**src/rtl/button_pkg.sv**
```systemverilog
// ---------------------------------------------------------------------------
// button_pkg
//   Shared definitions for the button event controller:
//   - btn_state_e : event FSM states (IDLE / PRESSED / LONG_HELD)
//   - LED_ON_*    : active-high {r,g,b} colour per mode (1 = colour lit)
//   - led_on      : mode -> active-high {r,g,b} lookup
// ---------------------------------------------------------------------------
package button_pkg;

  typedef enum logic [1:0] {
    ST_IDLE      = 2'd0,
    ST_PRESSED   = 2'd1,
    ST_LONG_HELD = 2'd2
  } btn_state_e;

  // Colour table, {r,g,b}, 1 = colour lit. Pins are active-low, so the top
  // inverts these on the way out.
  localparam logic [2:0] LED_ON_M0 = 3'b100;  // R
  localparam logic [2:0] LED_ON_M1 = 3'b010;  // G
  localparam logic [2:0] LED_ON_M2 = 3'b001;  // B
  localparam logic [2:0] LED_ON_M3 = 3'b111;  // RGB
  localparam logic [2:0] LED_ON_M4 = 3'b110;  // RG
  localparam logic [2:0] LED_ON_M5 = 3'b011;  // GB
  localparam logic [2:0] LED_ON_M6 = 3'b101;  // RB
  localparam logic [2:0] LED_ON_M7 = 3'b000;  // none

  function automatic logic [2:0] led_on(input logic [2:0] m);
    logic [2:0] c;
    case (m)
      3'd0:    c = LED_ON_M0;
      3'd1:    c = LED_ON_M1;
      3'd2:    c = LED_ON_M2;
      3'd3:    c = LED_ON_M3;
      3'd4:    c = LED_ON_M4;
      3'd5:    c = LED_ON_M5;
      3'd6:    c = LED_ON_M6;
      default: c = LED_ON_M7;
    endcase
    return c;
  endfunction

endpackage

```
**src/rtl/button_event_ctrl_debounce.sv**
```systemverilog
// ---------------------------------------------------------------------------
// debounce_filter
//   Counter-based debounce. The accepted level only changes once the raw
//   input has disagreed with it for DB_CYCLES consecutive clock edges; any
//   shorter disagreement restarts the count.
// Ports
//   pin_clk_12mhz  in  system clock
//   rst_n          in  synchronous reset, active low
//   raw            in  raw button level, 1 = pressed
//   level          out debounced level, 1 = pressed
// ---------------------------------------------------------------------------
module debounce_filter
  import button_pkg::*;
#(
  parameter int DB_CYCLES = 120_000
) (
  input  logic pin_clk_12mhz,
  input  logic rst_n,
  input  logic raw,
  output logic level
);

  localparam int CNT_W = $clog2(DB_CYCLES + 1);
  localparam logic [CNT_W-1:0] CNT_LAST = CNT_W'(DB_CYCLES - 1);

  logic [CNT_W-1:0] r_cnt;
  logic             r_level;

  always_ff @(posedge pin_clk_12mhz) begin
    if (!rst_n) begin
      r_cnt   <= '0;
      r_level <= 1'b0;
    end else if (raw == r_level) begin
      r_cnt <= '0;
    end else if (r_cnt == CNT_LAST) begin
      // This edge is the DB_CYCLES-th consecutive disagreeing sample.
      r_level <= ~r_level;
      r_cnt   <= '0;
    end else begin
      r_cnt <= r_cnt + 1'b1;
    end
  end

  assign level = r_level;

endmodule

```
**src/rtl/button_event_ctrl.sv**
```systemverilog
// ---------------------------------------------------------------------------
// button_event_ctrl
//   Turns the synchronised active-low user button into clean events:
//   debounced level, one-cycle press/release/long-press pulses, a mode
//   register (short press = next mode, long press = mode 0) and the RGB LED
//   drive showing the current mode.
// Ports
//   pin_clk_12mhz  in   system clock
//   rst_n          in   synchronous reset, active low
//   sw_sync_n      in   synchronised button, 0 = pressed
//   btn_level      out  debounced level, 1 = pressed
//   press_pulse    out  1-cycle pulse on accepted press
//   release_pulse  out  1-cycle pulse on accepted release
//   long_pulse     out  1-cycle pulse when the hold reaches LONG_CYCLES
//   mode           out  current mode, 0..NUM_MODES-1
//   led_r_n/g_n/b_n out RGB LED drives, 0 = LED on
// ---------------------------------------------------------------------------
module button_event_ctrl
  import button_pkg::*;
#(
  parameter int DB_CYCLES   = 120_000,
  parameter int LONG_CYCLES = 12_000_000,
  parameter int NUM_MODES   = 4,
  parameter int MODE_W      = $clog2(NUM_MODES)
) (
  input  logic              pin_clk_12mhz,
  input  logic              rst_n,
  input  logic              sw_sync_n,
  output logic              btn_level,
  output logic              press_pulse,
  output logic              release_pulse,
  output logic              long_pulse,
  output logic [MODE_W-1:0] mode,
  output logic              led_r_n,
  output logic              led_g_n,
  output logic              led_b_n
);

  localparam int HOLD_W = $clog2(LONG_CYCLES + 1);
  localparam logic [HOLD_W-1:0] HOLD_LAST = HOLD_W'(LONG_CYCLES - 1);
  localparam logic [MODE_W-1:0] MODE_LAST = MODE_W'(NUM_MODES - 1);

  logic              w_level;
  btn_state_e        r_state;
  logic [HOLD_W-1:0] r_hold_cnt;
  logic              r_press;
  logic              r_release;
  logic              r_long;
  logic [MODE_W-1:0] r_mode;
  logic [2:0]        r_led_n;

  debounce_filter #(
    .DB_CYCLES (DB_CYCLES)
  ) u_debounce (
    .pin_clk_12mhz (pin_clk_12mhz),
    .rst_n         (rst_n),
    .raw           (~sw_sync_n),
    .level         (w_level)
  );

  // Event FSM: reacts to the debounced level one cycle after it changes, so
  // every pulse lags its btn_level edge by exactly one clock.
  always_ff @(posedge pin_clk_12mhz) begin
    if (!rst_n) begin
      r_state    <= ST_IDLE;
      r_hold_cnt <= '0;
      r_press    <= 1'b0;
      r_release  <= 1'b0;
      r_long     <= 1'b0;
      r_mode     <= '0;
    end else begin
      r_press   <= 1'b0;
      r_release <= 1'b0;
      r_long    <= 1'b0;
      case (r_state)
        ST_IDLE: begin
          if (w_level) begin
            r_press    <= 1'b1;
            r_hold_cnt <= '0;
            r_state    <= ST_PRESSED;
          end
        end
        ST_PRESSED: begin
          // Release is checked first so a release landing on the long
          // threshold still counts as a short press.
          if (!w_level) begin
            r_release <= 1'b1;
            r_mode    <= (r_mode == MODE_LAST) ? '0 : r_mode + 1'b1;
            r_state   <= ST_IDLE;
          end else if (r_hold_cnt == HOLD_LAST) begin
            r_long  <= 1'b1;
            r_state <= ST_LONG_HELD;
          end else begin
            r_hold_cnt <= r_hold_cnt + 1'b1;
          end
        end
        ST_LONG_HELD: begin
          if (!w_level) begin
            r_release <= 1'b1;
            r_mode    <= '0;
            r_state   <= ST_IDLE;
          end
        end
        default: r_state <= ST_IDLE;
      endcase
    end
  end

  // LED drive follows the mode register one cycle later.
  always_ff @(posedge pin_clk_12mhz) begin
    if (!rst_n) begin
      r_led_n <= ~LED_ON_M0;
    end else begin
      r_led_n <= ~led_on(3'(r_mode));
    end
  end

  assign btn_level     = w_level;
  assign press_pulse   = r_press;
  assign release_pulse = r_release;
  assign long_pulse    = r_long;
  assign mode          = r_mode;
  assign led_r_n       = r_led_n[2];
  assign led_g_n       = r_led_n[1];
  assign led_b_n       = r_led_n[0];

endmodule

```
**config.mk**
```make
export PLATFORM = sky130hd
export DESIGN_NAME = button_event_ctrl
export DESIGN_NICKNAME = d
export VERILOG_FILES = /design/src/rtl/button_pkg.sv /design/src/rtl/button_event_ctrl_debounce.sv /design/src/rtl/button_event_ctrl.sv
export SDC_FILE = /design/constraint.sdc
export NUM_CORES = 1
export LEC_CHECK = 0
export BUFFER_PORTS_ARGS = -buffer_cell sky130_fd_sc_hd__buf_2
export CORE_MARGIN = 1.5
export CORE_UTILIZATION = 61
export CTS_CLUSTER_DIAMETER = 60
export DETAILED_ROUTE_END_ITERATION = 7
export GPL_TIMING_DRIVEN = 0
export PLACE_DENSITY = 0.91
export SLEW_MARGIN = 20
export SYNTH_ARGS = -nofsm -noshare
export SYNTH_HDL_FRONTEND = slang
export SYNTH_SLANG_ARGS = --single-unit
```
**constraint.sdc**
```tcl
create_clock -name pin_clk_12mhz -period 2.6 [get_ports pin_clk_12mhz]
set_clock_uncertainty 0.2 [all_clocks]
set_input_delay 0.39 -clock pin_clk_12mhz [delete_from_list [all_inputs] [get_ports pin_clk_12mhz]]
set_output_delay 0.39 -clock pin_clk_12mhz [all_outputs]
set_load 0.01 [all_outputs]
```
-- Word level (Yosys, flattened, before mapping)
Cells that the tools add are included.
- add/sub/neg operators: 3
- eq/ne operators: 14
- mux-type cells: 17
- bitwise operators: 5
- reductions and logical operators: 13
- operators by type and width (kind ; number):
    $mux 24 ; 3
    $pmux 24 s2 ; 1
    $add 24x1->24 const B ; 1
    $eq 24x24->1 const B ; 1
    $add 17x1->17 const B ; 1
    $eq 17x17->1 const B ; 1
    $mux 2 ; 6
    $pmux 3 s4 ; 1
    $reduce_and 3->1 ; 3
    $eq 2x2->1 const B ; 3
    $ne 2x2->1 const B ; 3
    $pmux 2 s3 ; 1
    $reduce_and 2->1 ; 3
    $eq 2x1->1 const B ; 2
    $logic_not 2->1 ; 2
    $ne 2x1->1 const B ; 2
    $not 1->1 ; 4
    $pmux 2 s2 ; 1
    $reduce_and 4->1 ; 1
    $reduce_bool 2->1 ; 2
    $mux 1 ; 3
    $mux 3 ; 1
    $ne 3x3->1 const B ; 1
    $not 3->3 ; 1
    other kinds (4) ; 4
- flip-flop bits (word level): 52
- input bits: 3
- output and inout bits: 9
- word-level logic and storage cells: 61

-- Depth between registers and ports, before layout
- depth in word-level cells: 4
- mapped depth: 8
- depth with buffers taken out: 7

-- By module
A second synthesis with hierarchy kept.
- cell total of the unflattened synthesis: 301
- area total of the unflattened synthesis: 2643.8 sq um
- modules (own cells, without submodules) (module ; times used ; cells an instance ; area an instance (sq um) ; seq. area each (sq um)):
    button_event_ctrl ; 1 ; 209 ; 1783.0 ; 680.7
    debounce_filter ; 1 ; 92 ; 860.8 ; 360.3

-- Least setup slack after synthesis
Ideal clock, no wire load.
- path type: register -> register
- from: register r_hold_cnt[0]
- to: register r_hold_cnt[10]
- setup time: 0.119 ns
- data arrival time: 1.640 ns
- data required time: 2.281 ns
- path slack: 0.642 ns
- stages on the path, launching flop included: 8
- buffers on the path: 1
- clock period less this slack: 1.958 ns
- path through: dfxtp_1 ha_1 nand3_2 nor2_2 a31o_2 buf_2 nor2_1 o221a_2
- cells in the longest elaborated chain, start to end: 4
- elaborated cells on any way between the ends: 7
- those cells by class: add/sub (1); eq/ne (2); mux (3); reduce/logical (1)
- RTL lines (element ; line ; RTL):
    start: declaration ; button_event_ctrl.sv:45 ; logic [HOLD_W-1:0] r_hold_cnt;
    start signal: assignment ; button_event_ctrl.sv:94 ; r_hold_cnt <= r_hold_cnt + 1'b1;
    $add 24x1->24 ; button_event_ctrl.sv:94 ;
    $mux 24 ; button_event_ctrl.sv:90 ; end else if (r_hold_cnt == HOLD_LAST) begin
    $mux 24 ; button_event_ctrl.sv:86 ; if (!w_level) begin
    $pmux 24 s2 ; button_event_ctrl.sv:75 ; case (r_state)
Several ways; a longest one is shown, not always the timed one. The select of a mux whose other input is x is not followed.
A chain may end at the register's enable or synchronous reset.

-- Worst setup path after layout
- from: register r_hold_cnt[0]
- to: register r_hold_cnt[14]
Same word-level chain as after synthesis.

==> summary.md <==
| Metric | Value |
|---|---|
| Peak Freq | 437.3 MHz |
| CTS Buffer Depth | 2 |
| Combinational share of power | under 10% |
| DR iter-0 viols | approximately 240 |
| Post-Syn Nets | ~320 |
| Yosys warns | 0 |
| Die area | 4678 sq um |
| Clock Latency Late Sink | a little over 300 ps |
| Worst VDD drop | about 420 uV |
| Reg2Reg Setup Slack | roughly 310 ps |
| Pwr/cell area | roughly 520 nW/um^2 |
| Post-Syn Instances | 305 |
| Core area | approximately 4000 sq um |
| Status | completed |
| Hpwl dp | 3918 um |
| Vias in the first global route | 2139 |
| I/O pin total | 12 |
| Initial Util | between 60 and 70% |
| Placed instance count | 365 |
| Routed Wire Length | roughly 5700 um |
| Worst slew margin | between 50 and 60% |
| Initial antenna violation count | 0 |
| CP startpoint kind | register |
| Die Width | ~68 um |
| Post-synth top area share | 39.90% |
| Share of cells above drive strength 1 | approximately 11% |
| CP cell instances | ha_1, nand3_2, nor3_1, a41oi_1, o21ai_0, o31ai_1 |
| Internal power | 1.136 mW |
| FP Rows | 23 |
| Final cell count without fillers | 373 |
| Port Buffers | 10 |
| Post-synth EDFFs | 0 |
| RSZ-0062 raised after global routing | no |
| Fin Hold WS | 203.4 ps |
| Max stage delay on crit path | 610 ps |
| Reg clk slew, reported paths | approximately 90 ps |
| Pleak | ~0.99 nW |
| Total CTS buffers | 5 |
| Final worst path period need | 2287 ps |
| Die Ht | a little under 70 um |
| Maximum Capacitance Violations | 0 |
| Final period utilization | roughly 90% |
| Setup bufs post-CTS | 0 |
| Hold Path Class | input port to register |
| Total GRT Usage | about a quarter |
| Crit path kind | register to register |
| Slew Viols, Final | 0 |
| Antenna-violating nets left | 0 |
| Yosys reg bits | 52 |
| Ant. Diodes | 0 |
| Post-synth top flop | dfxtp_1 |
| Crit path DAT | about 2300 ps |
| CTS tree | yes |
| Via count | roughly 2400 |
| Critical-path top delay cell | nor3_1 |
| Sequential share of power | 55.3% |
| Top post-synthesis cells by area | dfxtp_1 (40%), ha_1 (4.8%), o21ai_0 (4.6%) |
| Total negative slack | 0 ps |
| Sw Ratio | between 20% and 30% |
| Mapped cell area | ~2600 sq um |
| # H-tree levels | 2 |
| GRT overflow | 0 |
| Crit Path Max Fanout | 7 |
| Global-route wire length before repair | about 9500 um |
| Vias/cell | 6.324 |
| Register area share after synthesis | between 30 and 40% |
| Async S/R FF share, synth | 0% |
| Least-Margin Pin Slew | slightly below 700 ps |
| Worst Setup End Kind | register |
| Pin count of the biggest net entering global routing | 16 |
| Average cell area after synthesis | ~8.6 sq um |
| Root Driver | clkbuf_8 |
| Layout area overhead | 8.537% |
| Clock Power Share | 36.9% |
| Drt wl/cell | between 15 and 20 um |
| Synth area leader | dfxtp_1 |
| Final Hold Fails | 0 |
| Clock sinks | 52 |
| Netlist cell types | 49 |
| Sw power | about 0.34 mW |
| Setup violators final | 0 |
| Routability-driven placement congestion ratio | 0.9346 |
| Pre-antenna DRT Iters | 5 |
| DRC viols | 0 |
| Critical Path RT | around 2600 ps |
| Post-layout net count | approximately 340 |
area by class of cell:
type	instances	area [sq um]
inverters	9	33.78
multi-input cells	233	1481
well taps	50	62.56
clock buffers	6	72.57
clock inverters	2	35.03
flip-flops and latches	52	1041
fillers	320	1226
plain buffers	11	55.05
repair buffers	10	50.05
placed cells by master, fill, tap and decap left out, types with 2 or more instances in the layout:
master,netlist,layout
and4_1,5,5
inv_1,8,8
nor4_1,4,4
o31ai_1,2,2
a31oi_1,10,10
nor2_1,30,29
o21ai_0,24,24
a21o_1,2,2
and4b_1,2,2
xnor2_1,7,7
a21oi_1,19,19
ha_1,10,10
clkbuf_8,0,5
nor3_1,5,5
and2_1,4,4
nand3b_1,2,2
o221a_2,2,2
buf_2,4,14
a41oi_1,4,4
dfxtp_1,52,52
xor2_1,9,9
nand3_2,2,2
and3_1,6,6
nand2_1,27,27
or3_1,6,6
clkbuf_1,5,6
mux2i_1,6,6
nand3_1,14,14
nand4_1,11,11
nor2_2,1,2
nor2b_1,3,3
cells in the mapped netlist, types with 6 or more instances:
master,n
nand3_1,14
nand2_1,27
ha_1,10
nand4_1,11
o21ai_0,24
xnor2_1,7
or3_1,6
xor2_1,9
dfxtp_1,52
a31oi_1,10
mux2i_1,6
and3_1,6
nor2_1,30
inv_1,8
a21oi_1,19
power groups by stage:
stage	registers [mW]	logic [mW]	clock network, mW
2_1_floorplan	0.837	0.0791	0
3_3_place_gp	0.834	0.109	0
3_5_place_dp	0.834	0.113	0
4_1_cts	0.815	0.114	0.545
5_1_grt	0.817	0.129	0.578
6_report	0.815	0.115	0.544
kinds of logic after synthesis:
group | Yosys count | synth area share (%)
flops | 52 | 39.90
xor+xnor | 16 | 5.372
compound gates | 69 | 15.83
simple gates | 132 | 28.39
mux | 6 | 2.302
buf+inv | 20 | 3.405
fa+ha+maj | 10 | 4.796
metrics by stage:
step	cell area (sq um)	util, %	worst slack, ps	power (mW)
2_1_floorplan	2609	-	641.6	0.9162
3_3_place_gp	2721	67.07	277.7	0.9432
3_5_place_dp	2721	67.07	306.8	0.9472
4_1_cts	2829	69.72	234.9	1.474
5_1_grt	2831	69.78	127.5	1.524
6_report	2831	69.78	313.5	1.474
flip-flops by register name, summed over array words and instances, names as in the netlist:
register / cells
mode: 2
u_debounce.r_cnt: 17
u_debounce.level: 1
r_led_n: 3
r_state: 2
long_pulse: 1
r_hold_cnt: 24
release_pulse: 1
press_pulse: 1
path summary, 6_finish.rpt:
| path | from | to | cells past startpoint |
|---|---|---|---|
| min reg2reg | u_debounce.r_cnt[0] | u_debounce.r_cnt[0] | 1 |
| max | r_hold_cnt[0] | r_hold_cnt[14] | 6 |
| max reg2reg | r_hold_cnt[0] | r_hold_cnt[14] | 6 |
| min | sw_sync_n | u_debounce.level | 3 |
layer usage:
metal	global-route usage, %	vias up	share of wire, %
li1	-	1148	-
met1	33.10	1103	44
met2	43.15	97	49
met3	6.086	11	6.2
met4	12.50	0	1.6
met5	0	-	0
what timing repair did:
action | in CTS | in global routing
hold buffers | 0 | 0
gates resized for setup | 0 | 1
endpoints found under the setup margin | 0 | 1
critical path: cells and delay by family (launching register included):
family | cells | cell delay, ps
flip-flops | 1 | 420
adder cells (fa/ha/maj) | 1 | 280
AO/OA/AOI/OAI | 3 | 470
AND/OR/NAND/NOR | 2 | 810
No activity file was read; power rests on OpenSTA's default activity.
